===== src/rtl/alu_rr_scheduler.sv =====
// Round-robin scheduler sharing one 4-bit ALU (add/sub/max) among NREQ requesters.
// Latency: gnt in cycle T, rsp_valid from T+2; one operation in flight, 3-cycle min issue interval.
// Backpressure: RESP holds rsp_* stable until rsp_ready; no grants are issued meanwhile.
module alu_rr_scheduler #(
    parameter int NREQ = 4,
    parameter int IDW  = 2
) (
    input  logic              clk,
    input  logic              rst,
    input  logic [NREQ-1:0]   req,
    input  logic [4*NREQ-1:0] req_a,
    input  logic [4*NREQ-1:0] req_b,
    input  logic [3*NREQ-1:0] req_sel,
    output logic [NREQ-1:0]   gnt,
    output logic              busy,
    output logic              rsp_valid,
    input  logic              rsp_ready,
    output logic [IDW-1:0]    rsp_id,
    output logic [3:0]        rsp_result,
    output logic              rsp_cout,
    output logic              rsp_err
);

    typedef enum logic [1:0] {
        IDLE = 2'd0,
        EXEC = 2'd1,
        RESP = 2'd2
    } state_t;

    state_t         state;
    state_t         state_nxt;
    logic [IDW-1:0] last_grant;
    logic [IDW-1:0] winner;
    logic           found;
    logic [3:0]     cap_a;
    logic [3:0]     cap_b;
    logic [2:0]     cap_sel;
    logic [IDW-1:0] cap_id;
    logic [4:0]     alu_sum;
    logic           alu_err;

    function automatic logic [IDW-1:0] wrap_idx(input logic [IDW-1:0] base, input int off);
        int j;
        j = int'(base) + off;
        if (j >= NREQ) j = j - NREQ;
        return IDW'(j);
    endfunction

    // Scan starts just past the last winner, so the last winner has lowest priority.
    always_comb begin
        winner = '0;
        found  = 1'b0;
        for (int i = 1; i <= NREQ; i++) begin
            if (!found && req[wrap_idx(last_grant, i)]) begin
                winner = wrap_idx(last_grant, i);
                found  = 1'b1;
            end
        end
    end

    always_comb begin
        state_nxt = state;
        gnt       = '0;
        case (state)
            IDLE: begin
                if (found && !rst) begin
                    gnt[winner] = 1'b1;
                    state_nxt   = EXEC;
                end
            end
            EXEC:    state_nxt = RESP;
            RESP:    if (rsp_ready) state_nxt = IDLE;
            default: state_nxt = IDLE;
        endcase
    end

    // Subtract deliberately omits the +1 term to match the legacy subtractor.
    always_comb begin
        alu_sum = '0;
        alu_err = 1'b0;
        case (cap_sel)
            3'b000:  alu_sum = {1'b0, cap_a} + {1'b0, cap_b};
            3'b001:  alu_sum = {1'b0, cap_a} + {1'b0, ~cap_b};
            3'b010:  alu_sum = {1'b0, (cap_a > cap_b) ? cap_a : cap_b};
            default: alu_err = 1'b1;
        endcase
    end

    assign busy = (state != IDLE);

    always_ff @(posedge clk or posedge rst) begin
        if (rst) begin
            state      <= IDLE;
            last_grant <= IDW'(NREQ - 1);
            cap_a      <= '0;
            cap_b      <= '0;
            cap_sel    <= '0;
            cap_id     <= '0;
            rsp_valid  <= 1'b0;
            rsp_id     <= '0;
            rsp_result <= '0;
            rsp_cout   <= 1'b0;
            rsp_err    <= 1'b0;
        end else begin
            state <= state_nxt;
            if (state == IDLE && found) begin
                last_grant <= winner;
                cap_a      <= req_a[int'(winner)*4 +: 4];
                cap_b      <= req_b[int'(winner)*4 +: 4];
                cap_sel    <= req_sel[int'(winner)*3 +: 3];
                cap_id     <= winner;
            end
            if (state == EXEC) begin
                rsp_valid              <= 1'b1;
                rsp_id                 <= cap_id;
                {rsp_cout, rsp_result} <= alu_sum;
                rsp_err                <= alu_err;
            end else if (state == RESP && rsp_ready) begin
                rsp_valid <= 1'b0;
            end
        end
    end

endmodule


===== config.mk =====
export PLATFORM = sky130hd
export DESIGN_NAME = alu_rr_scheduler
export DESIGN_NICKNAME = d
export VERILOG_FILES = /design/src/rtl/alu_rr_scheduler.sv
export SDC_FILE = /design/constraint.sdc
export NUM_CORES = 1
export LEC_CHECK = 0
export BUFFER_PORTS_ARGS = -buffer_cell sky130_fd_sc_hd__buf_2
export CAP_MARGIN = 20
export CORE_MARGIN = 3
export CORE_UTILIZATION = 38
export CTS_CLUSTER_DIAMETER = 80
export DETAILED_ROUTE_END_ITERATION = 8
export HOLD_SLACK_MARGIN = 0.05
export SYNTH_ARGS = -nofsm -noshare
export SYNTH_HDL_FRONTEND = slang
export SYNTH_SLANG_ARGS = --single-unit

===== constraint.sdc =====
create_clock -name clk -period 3.05 [get_ports clk]
set_input_delay 0.4575 -clock clk [delete_from_list [all_inputs] [get_ports clk]]
set_output_delay 0.4575 -clock clk [all_outputs]
set_load 0.02 [all_outputs]

==> results.sh <==
export IMPL_core_um2=4504
export IMPL_synth_edf_count=0
export IMPL_finalHoldViolations=0
export IMPL_powerDensity_nw_per_um2=1043
export IMPL_wl_met1_um=2063
export IMPL_cap_violations=0
export IMPL_cts_resized=0
export IMPL_root_buffer="clkbuf_8"
export IMPL_synth_seq_area_share_pct=35.58
export IMPL_dp_slack_ns=0.6951
export IMPL_drtIter0Drc=65
export IMPL_holdWs_ns=0.2746
export IMPL_cp_endpoint="gnt[2]"
export IMPL_grt_start_max_net_pins=27
export IMPL_drtPass1Iterations=4
export IMPL_synth_most_common_cell="dfrtp_1"
export IMPL_fin_cells=306
export IMPL_grt_use_total_pct=15.78
export IMPL_met2_wirelength_um=1794
export IMPL_netlist_cell_type_count=39
export IMPL_route_met3_wl_um=261
export IMPL_yosysTopAreaCell="dfrtp_1"
export IMPL_relSlewSlack_pct=62.35
export IMPL_synth_simple_area_share_pct=13.36
export IMPL_routedWlPerCell_um=13.61
export IMPL_p_leak_nw=1.133
export IMPL_synth_commonest_cells="dfrtp_1, nand2_1, mux2i_1, nor2_1"
export IMPL_startpoint="last_grant[1]"
export IMPL_crit_path_end_kind="primary output"
export IMPL_gp_congestion=0.7887
export IMPL_synthesis_nets=252
export IMPL_port_buffers=64
export IMPL_r2r_cells=10
export IMPL_grt_pass1_wl_um=6782
export IMPL_placedCellCount=300
export IMPL_fmax_ghz=0.3877
export IMPL_ys_seq_elements=26
export IMPL_min_path_type="in -> async"
export IMPL_cts_tree="yes"
export IMPL_grt_pass1_vias=1426
export IMPL_period_needed_ns=2.579
export IMPL_diodes=0
export IMPL_rows=24
export IMPL_synthTopCellsByArea="dfrtp_1, mux2i_1, ha_1"
export IMPL_dr_max_layer_used="met4"
export IMPL_syn2layout_area_growth_pct=24.34
export IMPL_skew_ns=0.001080
export IMPL_reg2reg_setup_slack_ns=0.71
export IMPL_yosys_area_share_adder_pct=6.544
export IMPL_fin_ws_ns=0.4709
export IMPL_synthCells=192
export IMPL_die_area_um2=5700
export IMPL_ys_warn_count=0
export IMPL_htree_levels=1
export IMPL_die_x_um=75.50
export IMPL_ant_nets=0
export IMPL_worst_ep_arrival_time_ns=2.12
export IMPL_rr_startpoint="cap_sel[1]"
export IMPL_yosysTopAreaCellShare_pct=32.72
export IMPL_final_setup_tns_ns=0
export IMPL_via_count=1560
export IMPL_synth_area_per_cell_um2=9.560
export IMPL_drive_gt1_share_pct=34.65
export IMPL_cts_made_buffers=3
export IMPL_cp_required_ns=2.59
export IMPL_start_kind="flop"
export IMPL_clk_latency_ns=0.27
export IMPL_via_per_inst=5.098
export IMPL_fp_dieH_um=75.50
export IMPL_synthFlopType="dfrtp_1"
export IMPL_tightest_slew_ns=0.5631
export IMPL_cts_reportedPaths_clkPinSlew_ns=0.09
export IMPL_cts_setup_buffers=0
export IMPL_io_pins=65
export IMPL_clock_sinks=26
export IMPL_reg2reg_to="rsp_cout"
export IMPL_dp_hpwl_um=3331
export IMPL_synthMuxAreaShare_pct=8.998
export IMPL_synth_compound_area_share_pct=26.52
export IMPL_initial_core_util_pct=40.75
export IMPL_synth_xor_area_share_pct=2.863
export IMPL_async_reset_ff_share_pct=100.0
export IMPL_cts_max_path_buffers=2
export IMPL_layout_nets=315
export IMPL_setup_viol=0
export IMPL_worstSetupPathType="reg -> out"
export IMPL_drc=0
export IMPL_overflow=0
export IMPL_path_max_fanout=13
export IMPL_ir_drop_mv=0.3501
export IMPL_rsz0062_at_grt="no"
export IMPL_antenna_found_initial=0
export IMPL_syn_area_um2=1836
export IMPL_synth_top_family_by_area="compound AO/OA/AOI/OAI gates"
export IMPL_drv_slew=0
export IMPL_wl_um=4164
export IMPL_post_route_period_util_pct=84.56
export IMPL_postCtsHoldBufs=0
export IMPL_status="completed"
[cell type report]
cell class | instances | area [um^2]
sequential | 26 | 653.1
timing repair buffer | 70 | 385.4
clock inverter | 1 | 30.03
multi-input combinational | 144 | 1070
tap | 52 | 65.06
fill | 424 | 2222
inverter | 10 | 37.54
clock buffer | 3 | 41.29
[worst min path at each step]
stage	start	endpoint	slack, ns
6_report	rst	last_grant[1]	0.27
5_1_grt	rst	last_grant[1]	0.28
3_5_place_dp	rsp_id[1]	rsp_id[1]	0.46
3_3_place_gp	cap_id[1]	rsp_id[1]	0.46
2_1_floorplan	cap_id[1]	rsp_id[1]	0.44
4_1_cts	rsp_ready	state[1]	0.37
[logic make-up after synthesis]
family                   Yosys count
AND/OR/NAND/NOR                   53
XOR/XNOR                           6
flip-flops                        26
buffers and inverters             22
AO/OA/AOI/OAI                     60
adder cells (fa/ha/maj)            9
multiplexers                      16
[sequential cells by signal, summed over array words and instances (netlist names)]
name,count
cap_sel,3
cap_id,2
cap_a,4
cap_b,4
rsp_result,4
rsp_cout,1
rsp_err,1
rsp_id,2
last_grant,2
state,2
rsp_valid,1
[critical path: stages (launching register included)]
cell,delay [ns]
dfstp_2,0.60
mux2_4,0.31
a22oi_2,0.11
buf_4,0.19
and2_1,0.29
and3_1,0.19
buf_2,0.16
[layout by cell type (no fill, tap or decap), drive strengths merged]
| master | synthesis | routed |
|---|---|---|
| a211oi | 17 | 17 |
| a21boi | 12 | 12 |
| a21o | 2 | 2 |
| a21oi | 8 | 8 |
| a221oi | 5 | 5 |
| a22oi | 1 | 1 |
| a31oi | 1 | 1 |
| and2 | 3 | 3 |
| and3 | 4 | 4 |
| and4 | 1 | 1 |
| buf | 5 | 70 |
| bufinv | 0 | 1 |
| clkbuf | 7 | 3 |
| dfrtp | 24 | 24 |
| dfstp | 2 | 2 |
| fa | 1 | 1 |
| ha | 8 | 8 |
| inv | 10 | 10 |
| mux2 | 1 | 1 |
| mux2i | 15 | 15 |
| nand2 | 19 | 19 |
| nand2b | 2 | 2 |
| nand3 | 3 | 3 |
| nor2 | 15 | 15 |
| nor2b | 5 | 5 |
| o211ai | 2 | 2 |
| o21a | 2 | 2 |
| o21ai | 5 | 5 |
| o21bai | 1 | 1 |
| o221ai | 2 | 2 |
| o22a | 1 | 1 |
| o22ai | 1 | 1 |
| or2 | 1 | 1 |
| xnor2 | 4 | 4 |
| xor2 | 2 | 2 |
[stage by stage]
| stage | cell area, um^2 | util (%) | power, mW |
|---|---|---|---|
| after floorplan | 1836 | - | 1.797 |
| after global placement | 2176 | 48.31 | 2.086 |
| after detailed placement | 2176 | 48.31 | 2.093 |
| after CTS | 2247 | 49.89 | 2.390 |
| after global routing | 2282 | 50.67 | 2.599 |
| final | 2282 | 50.67 | 2.381 |
[power breakdown]
group | switching (mW) | internal [mW] | leakage, nW | total (mW)
sequential | 0.130 | 0.523 | 0.306 | 0.654
clock | 0.111 | 0.176 | 0.0357 | 0.287
combinational | 0.804 | 0.636 | 0.792 | 1.44
[routing by layer]
| layer | global-route usage, % | up-vias |
|---|---|---|
| li1 | - | 816 |
| met1 | 22.15 | 690 |
| met2 | 24.74 | 50 |
| met3 | 3.826 | 4 |
| met4 | 3.495 | 0 |
| met5 | 0 | - |
No activity file was read; power rests on OpenSTA's default activity.
